$ cat src/rtl/instr_loader_pkg.sv
// instr_loader_pkg
// Shared constants and types for the run-time loadable instruction store.
// WORD_W / INSTR_W are the instruction width seen by the FPU decoder.
// A word is streamed as BYTES_PER_WORD bytes, LSB first. The last byte
// carries TOP_BITS payload bits. Its remaining upper bits are padding.
package instr_loader_pkg;

  localparam int WORD_W         = 50;
  localparam int INSTR_W        = WORD_W;
  localparam int DEPTH          = 16;
  localparam int ADDR_W         = 4;
  localparam int BYTES_PER_WORD = (WORD_W + 7) / 8;
  localparam int ASM_W          = 8 * BYTES_PER_WORD;
  // The first BYTES_PER_WORD-1 bytes are held in a register.
  // The final byte is used straight from the stream.
  localparam int LOW_W          = 8 * (BYTES_PER_WORD - 1);
  localparam int TOP_BITS       = WORD_W - LOW_W;
  localparam int PAD_W          = ASM_W - WORD_W;
  localparam int BIDX_W         = $clog2(BYTES_PER_WORD);
  localparam int CNT_W          = ADDR_W + 1;

  typedef enum logic [1:0] {
    IDLE = 2'd0,
    LOAD = 2'd1,
    DONE = 2'd2
  } state_e;

endpackage

$ cat src/rtl/instr_word_assembler.sv
// instr_word_assembler
// Collects BYTES_PER_WORD stream bytes into one instruction word.
// Ports:
//   clk, rst      clock and synchronous active-high reset
//   clear_i       drops any partial word and returns to byte 0
//   byte_en_i     a byte is accepted this cycle
//   byte_i        the stream byte
//   word_valid_o  single-cycle pulse on the edge that completes a word
//   word_o        the completed word; valid while word_valid_o is high
//   pad_err_o     the completing byte has a padding bit set
module instr_word_assembler
  import instr_loader_pkg::*;
(
  input  logic              clk,
  input  logic              rst,
  input  logic              clear_i,
  input  logic              byte_en_i,
  input  logic [7:0]        byte_i,
  output logic              word_valid_o,
  output logic [WORD_W-1:0] word_o,
  output logic              pad_err_o
);

  logic [BIDX_W-1:0] idx_q, idx_d;
  logic [LOW_W-1:0]  asm_q, asm_d;
  logic              last;

  assign last = (idx_q == BIDX_W'(BYTES_PER_WORD - 1));

  always_comb begin
    idx_d = idx_q;
    asm_d = asm_q;
    if (clear_i) begin
      idx_d = '0;
    end else if (byte_en_i) begin
      if (last) begin
        idx_d = '0;
      end else begin
        idx_d = idx_q + BIDX_W'(1);
        for (int k = 0; k < BYTES_PER_WORD - 1; k++) begin
          if (idx_q == BIDX_W'(k)) asm_d[8*k +: 8] = byte_i;
        end
      end
    end
  end

  always_ff @(posedge clk) begin
    if (rst) begin
      idx_q <= '0;
      asm_q <= '0;
    end else begin
      idx_q <= idx_d;
      asm_q <= asm_d;
    end
  end

  // The final byte bypasses the register so the word can be written on the
  // same edge that accepts that byte.
  assign word_valid_o = byte_en_i && last && !clear_i;
  assign word_o       = {byte_i[TOP_BITS-1:0], asm_q};
  assign pad_err_o    = word_valid_o && (|byte_i[7:TOP_BITS]);

endmodule

$ cat src/rtl/instr_loader.sv
// instr_loader
// A 16 x 50-bit instruction store that is loaded from a byte stream at run time.
// It stands in for the file-initialised ROM used by the FPU sequencer.
// Ports:
//   clk, rst   clock and synchronous active-high reset
//   start      pulse that starts, or restarts, a load at address 0
//   in_valid   byte-stream valid
//   in_byte    stream byte, LSB of each word first
//   in_ready   high while loading
//   load_done  high after all DEPTH words are written, until start or rst
//   fmt_err    sticky flag for a nonzero padding bit in the current load
//   word_cnt   number of words written in the current load
//   PC_addr    read address
//   data       combinational read data, mem[PC_addr]
module instr_loader
  import instr_loader_pkg::*;
(
  input  logic              clk,
  input  logic              rst,
  input  logic              start,
  input  logic              in_valid,
  input  logic [7:0]        in_byte,
  output logic              in_ready,
  output logic              load_done,
  output logic              fmt_err,
  output logic [CNT_W-1:0]  word_cnt,
  input  logic [ADDR_W-1:0] PC_addr,
  output logic [WORD_W-1:0] data
);

  state_e              state_q, state_d;
  logic [ADDR_W-1:0]   wr_ptr_q, wr_ptr_d;
  logic [CNT_W-1:0]    word_cnt_q, word_cnt_d;
  logic                fmt_err_q, fmt_err_d;

  logic                accept;
  logic                word_valid;
  logic                pad_err;
  logic [WORD_W-1:0]   word;
  logic [WORD_W-1:0]   mem_q [DEPTH];

  assign in_ready  = (state_q == LOAD);
  assign load_done = (state_q == DONE);
  assign fmt_err   = fmt_err_q;
  assign word_cnt  = word_cnt_q;

  // start and rst both take priority over the byte presented in the same
  // cycle. Masking the byte here also stops a late memory write.
  assign accept = in_valid && in_ready && !start && !rst;

  instr_word_assembler u_asm (
    .clk          (clk),
    .rst          (rst),
    .clear_i      (start),
    .byte_en_i    (accept),
    .byte_i       (in_byte),
    .word_valid_o (word_valid),
    .word_o       (word),
    .pad_err_o    (pad_err)
  );

  always_comb begin
    state_d    = state_q;
    wr_ptr_d   = wr_ptr_q;
    word_cnt_d = word_cnt_q;
    fmt_err_d  = fmt_err_q;
    if (start) begin
      state_d    = LOAD;
      wr_ptr_d   = '0;
      word_cnt_d = '0;
      fmt_err_d  = 1'b0;
    end else if (word_valid) begin
      // After the last word the pointer wraps to 0 on its own.
      wr_ptr_d   = wr_ptr_q + ADDR_W'(1);
      word_cnt_d = word_cnt_q + CNT_W'(1);
      if (pad_err) fmt_err_d = 1'b1;
      if (wr_ptr_q == ADDR_W'(DEPTH - 1)) state_d = DONE;
    end
  end

  always_ff @(posedge clk) begin
    if (rst) begin
      state_q    <= IDLE;
      wr_ptr_q   <= '0;
      word_cnt_q <= '0;
      fmt_err_q  <= 1'b0;
    end else begin
      state_q    <= state_d;
      wr_ptr_q   <= wr_ptr_d;
      word_cnt_q <= word_cnt_d;
      fmt_err_q  <= fmt_err_d;
    end
  end

  // Memory contents are not reset. Entries keep their values until they are
  // overwritten.
  always_ff @(posedge clk) begin
    if (word_valid) mem_q[wr_ptr_q] <= word;
  end

  assign data = mem_q[PC_addr];

endmodule

$ cat config.mk
export PLATFORM = sky130hd
export DESIGN_NAME = instr_loader
export DESIGN_NICKNAME = d
export VERILOG_FILES = /design/src/rtl/instr_loader_pkg.sv /design/src/rtl/instr_word_assembler.sv /design/src/rtl/instr_loader.sv
export SDC_FILE = /design/constraint.sdc
export NUM_CORES = 1
export LEC_CHECK = 0
export ABC_AREA = 0
export CAP_MARGIN = 5
export CORE_ASPECT_RATIO = 1.25
export CORE_MARGIN = 2
export CORE_UTILIZATION = 55
export DETAILED_ROUTE_END_ITERATION = 8
export PLACE_DENSITY = 0.76
export SLEW_MARGIN = 5
export SYNTH_ARGS = -nofsm -noshare
export SYNTH_HDL_FRONTEND = slang
export SYNTH_SLANG_ARGS = --single-unit
$ cat constraint.sdc
create_clock -name clk -period 6.1 [get_ports clk]
set_input_delay 0.915 -clock clk [delete_from_list [all_inputs] [get_ports clk]]
set_output_delay 0.915 -clock clk [all_outputs]
set_load 0.03 [all_outputs]
==> reports/qor.txt <==
Status -> finished, final reports clean
Die Wd -> 221 µm
PostCTS Resize Cnt -> 0
Total setup buffers inserted after CTS -> 0
Reg area -> 25300 µm²
Asr flop ratio synth -> 0%
Top cells by area, synth -> edfxtp_1, mux4_2, dfxtp_1
Sequential area share after synthesis -> 78.2%
CORE AREA -> 58200 µm²
DRC viols -> 0
Hold WC Path Type -> flop to flop
Avg Vias per Cell -> 6.37
Synthesized cell area -> 32400 µm²
MaxCap Viol Count -> 0
Utilization after layout -> 63.2%
Commonest non-fill, non-tap cell in the layout -> edfxtp_1
Worst hold slack -> 0.518 ns
Nets -> 1613
Filler cells -> 3751
Synth Instances -> 1489
# hold bufs at CTS -> 0
Flops & latches, synth -> 863
Initial detailed-routing violation count -> 1753
Max Transition Viols Final -> 0
Yosys top cell by area -> edfxtp_1
Post-synth top area share -> 74.3%
Placement-stage worst setup slack -> 1.42 ns
Worst skew pair latency -> 0.63 ns
ANT cells -> 0
Final worst setup slack -> 1.43 ns
Worst setup SP type -> input pin
Slew at the pin closest to its max-slew limit -> 1.21 ns
Crit end category -> output port
Placed instance count -> 2268
Footprint of the multi-input gates -> 6840 µm²
CP required -> 5.18 ns
DPL Wire Length -> 36.0 mm
Post-DR wirelength/cell -> 29.5 µm
EDFF count, synth -> 800
Share of layout cells above drive strength 1 -> 22.5%
Crit path DAT -> 3.75 ns
RSZ-0062 raised after global routing -> false
GRT Total Usage -> 23.8%
Warnings from Yosys -> 0
Total wire length -> 71.2 mm
Htree depth -> 3
Setup CP Type -> input pin to output port
Number of hold violations in the final report -> 0
Pin count of the biggest net entering global routing -> 67
Clock sinks -> 863
Slew headroom -> 19.3%
Peak supply drop -> 234 µV
Cell Area, Placed -> 34200 µm²
Area Overhead vs Synth -> 13.8%
Netlist cell types -> 35
Die area -> 60800 µm²
Final instance area -> 36800 µm²
Vias in the first global route -> 15900
Final period utilization -> 76.5%
First-pass GRT wire length -> 105 mm
Cell leakage power -> 12.4 nW
Num CTS Buffers -> 78
P per Cell Area -> 316 nW/µm²
Crit path max fanout -> 29
Syn_area_per_cell -> 21.7 µm²
DR pass1 iterations -> 5
Pwr Total -> 11.6 mW
IO Port Bufs -> 73
Initial Util -> 55.6%
Max Fclk -> 0.214 GHz
Clock tree buffer depth -> 3
Final setup vio count -> 0
Sum Neg Setup Slack -> 0 ns
Initial antenna violation count -> 0
Antenna Nets Post-Route -> 0
# rows -> 99
Clock-pin slew on the worst setup and hold paths -> 0.06 ns
RD Place Congestion -> 0.759
I/O pins -> 74
CTS root buf -> clkbuf_16
Most frequent cells in the layout -> edfxtp_1, mux4_2, a22oi_1
Clk_skew -> 0.0217 ns
Non-filler cells, final -> 2411
Top_reg_cell synth -> edfxtp_1
Die height -> 275 µm
Syn Nets -> 1511
GRT overflow -> 0
CTS tree -> yes
Via count -> 15400
Fin crit period -> 4.67 ns
[path summary, 6_finish.rpt]
kind | startpoint | end | depth (start not counted) | slack [ns]
worst max-delay path | PC_addr[2] | data[6] | 6 | 1.43
worst min-delay path | fmt_err | fmt_err | 2 | 0.52
worst max register to register | state_q[0] | mem_q[13][43] | 5 | 2.68
worst min register to register | fmt_err | fmt_err | 2 | 0.52
[worst max-delay path, cell delays in order]
cell	delay, ns
clkdlybuf4s50_1	0.61
nor2b_4	0.98
buf_12	0.29
a22oi_1	0.15
nand2_1	0.11
clkdlybuf4s50_1	0.67
[report_power, final]
part	internal (mW)	total, mW	switching (mW)	leakage [nW]
logic	0.122	0.320	0.198	2.67
clock network	2.86	4.93	2.07	1.26
registers	6.37	6.38	0.00469	8.50
[per-layer routing]
metal | part of all wire, % | global-route usage (%) | vias up
met1 | 38 | 30.8 | 8136
met4 | 3.1 | 9.34 | 0
li1 | - | - | 6391
met2 | 52 | 41.6 | 712
met3 | 6.7 | 3.04 | 121
met5 | 0 | 0 | -
[layout make-up]
type | instances | share of cell area [%]
Multi-Input combinational cell | 541 | 18.6
Timing Repair Buffer | 104 | 3.10
Tap cell | 757 | 2.57
Clock buffer | 114 | 6.09
Clock inverter | 29 | 0.948
Inverter | 3 | 0.0306
Sequential cell | 863 | 68.7
[registers in the layout (all words and copies together) (netlist names)]
name / cells
mem_q: 800
state_q: 2
u_asm.asm_q: 48
u_asm.idx_q: 3
wr_ptr_q: 4
word_cnt: 5
fmt_err: 1
[cell families (layout without fill, tap and decap cells)]
group / after synthesis / in the layout / synth area share (%)
AND/OR/NAND/NOR: 171 / 171 / 2.42
adder cells (fa/ha/maj): 6 / 6 / 0.232
XOR/XNOR: 7 / 7 / 0.190
AO/OA/AOI/OAI: 107 / 107 / 2.44
multiplexers: 250 / 250 / 15.5
buffers and inverters: 85 / 250 / 1.10
flip-flops: 863 / 863 / 78.2
[synthesized netlist by cell type (5+ instances only)]
cell        n
buf_1       6
edfxtp_1  800
dfxtp_1    63
a22oi_1   100
ha_1        6
nand2_1    56
nor2_1     75
clkbuf_1   52
xnor2_1     5
nor3_1      6
buf_2      22
mux4_2    200
mux2i_1    50
Note: power is estimated with default switching activity, not from simulation.
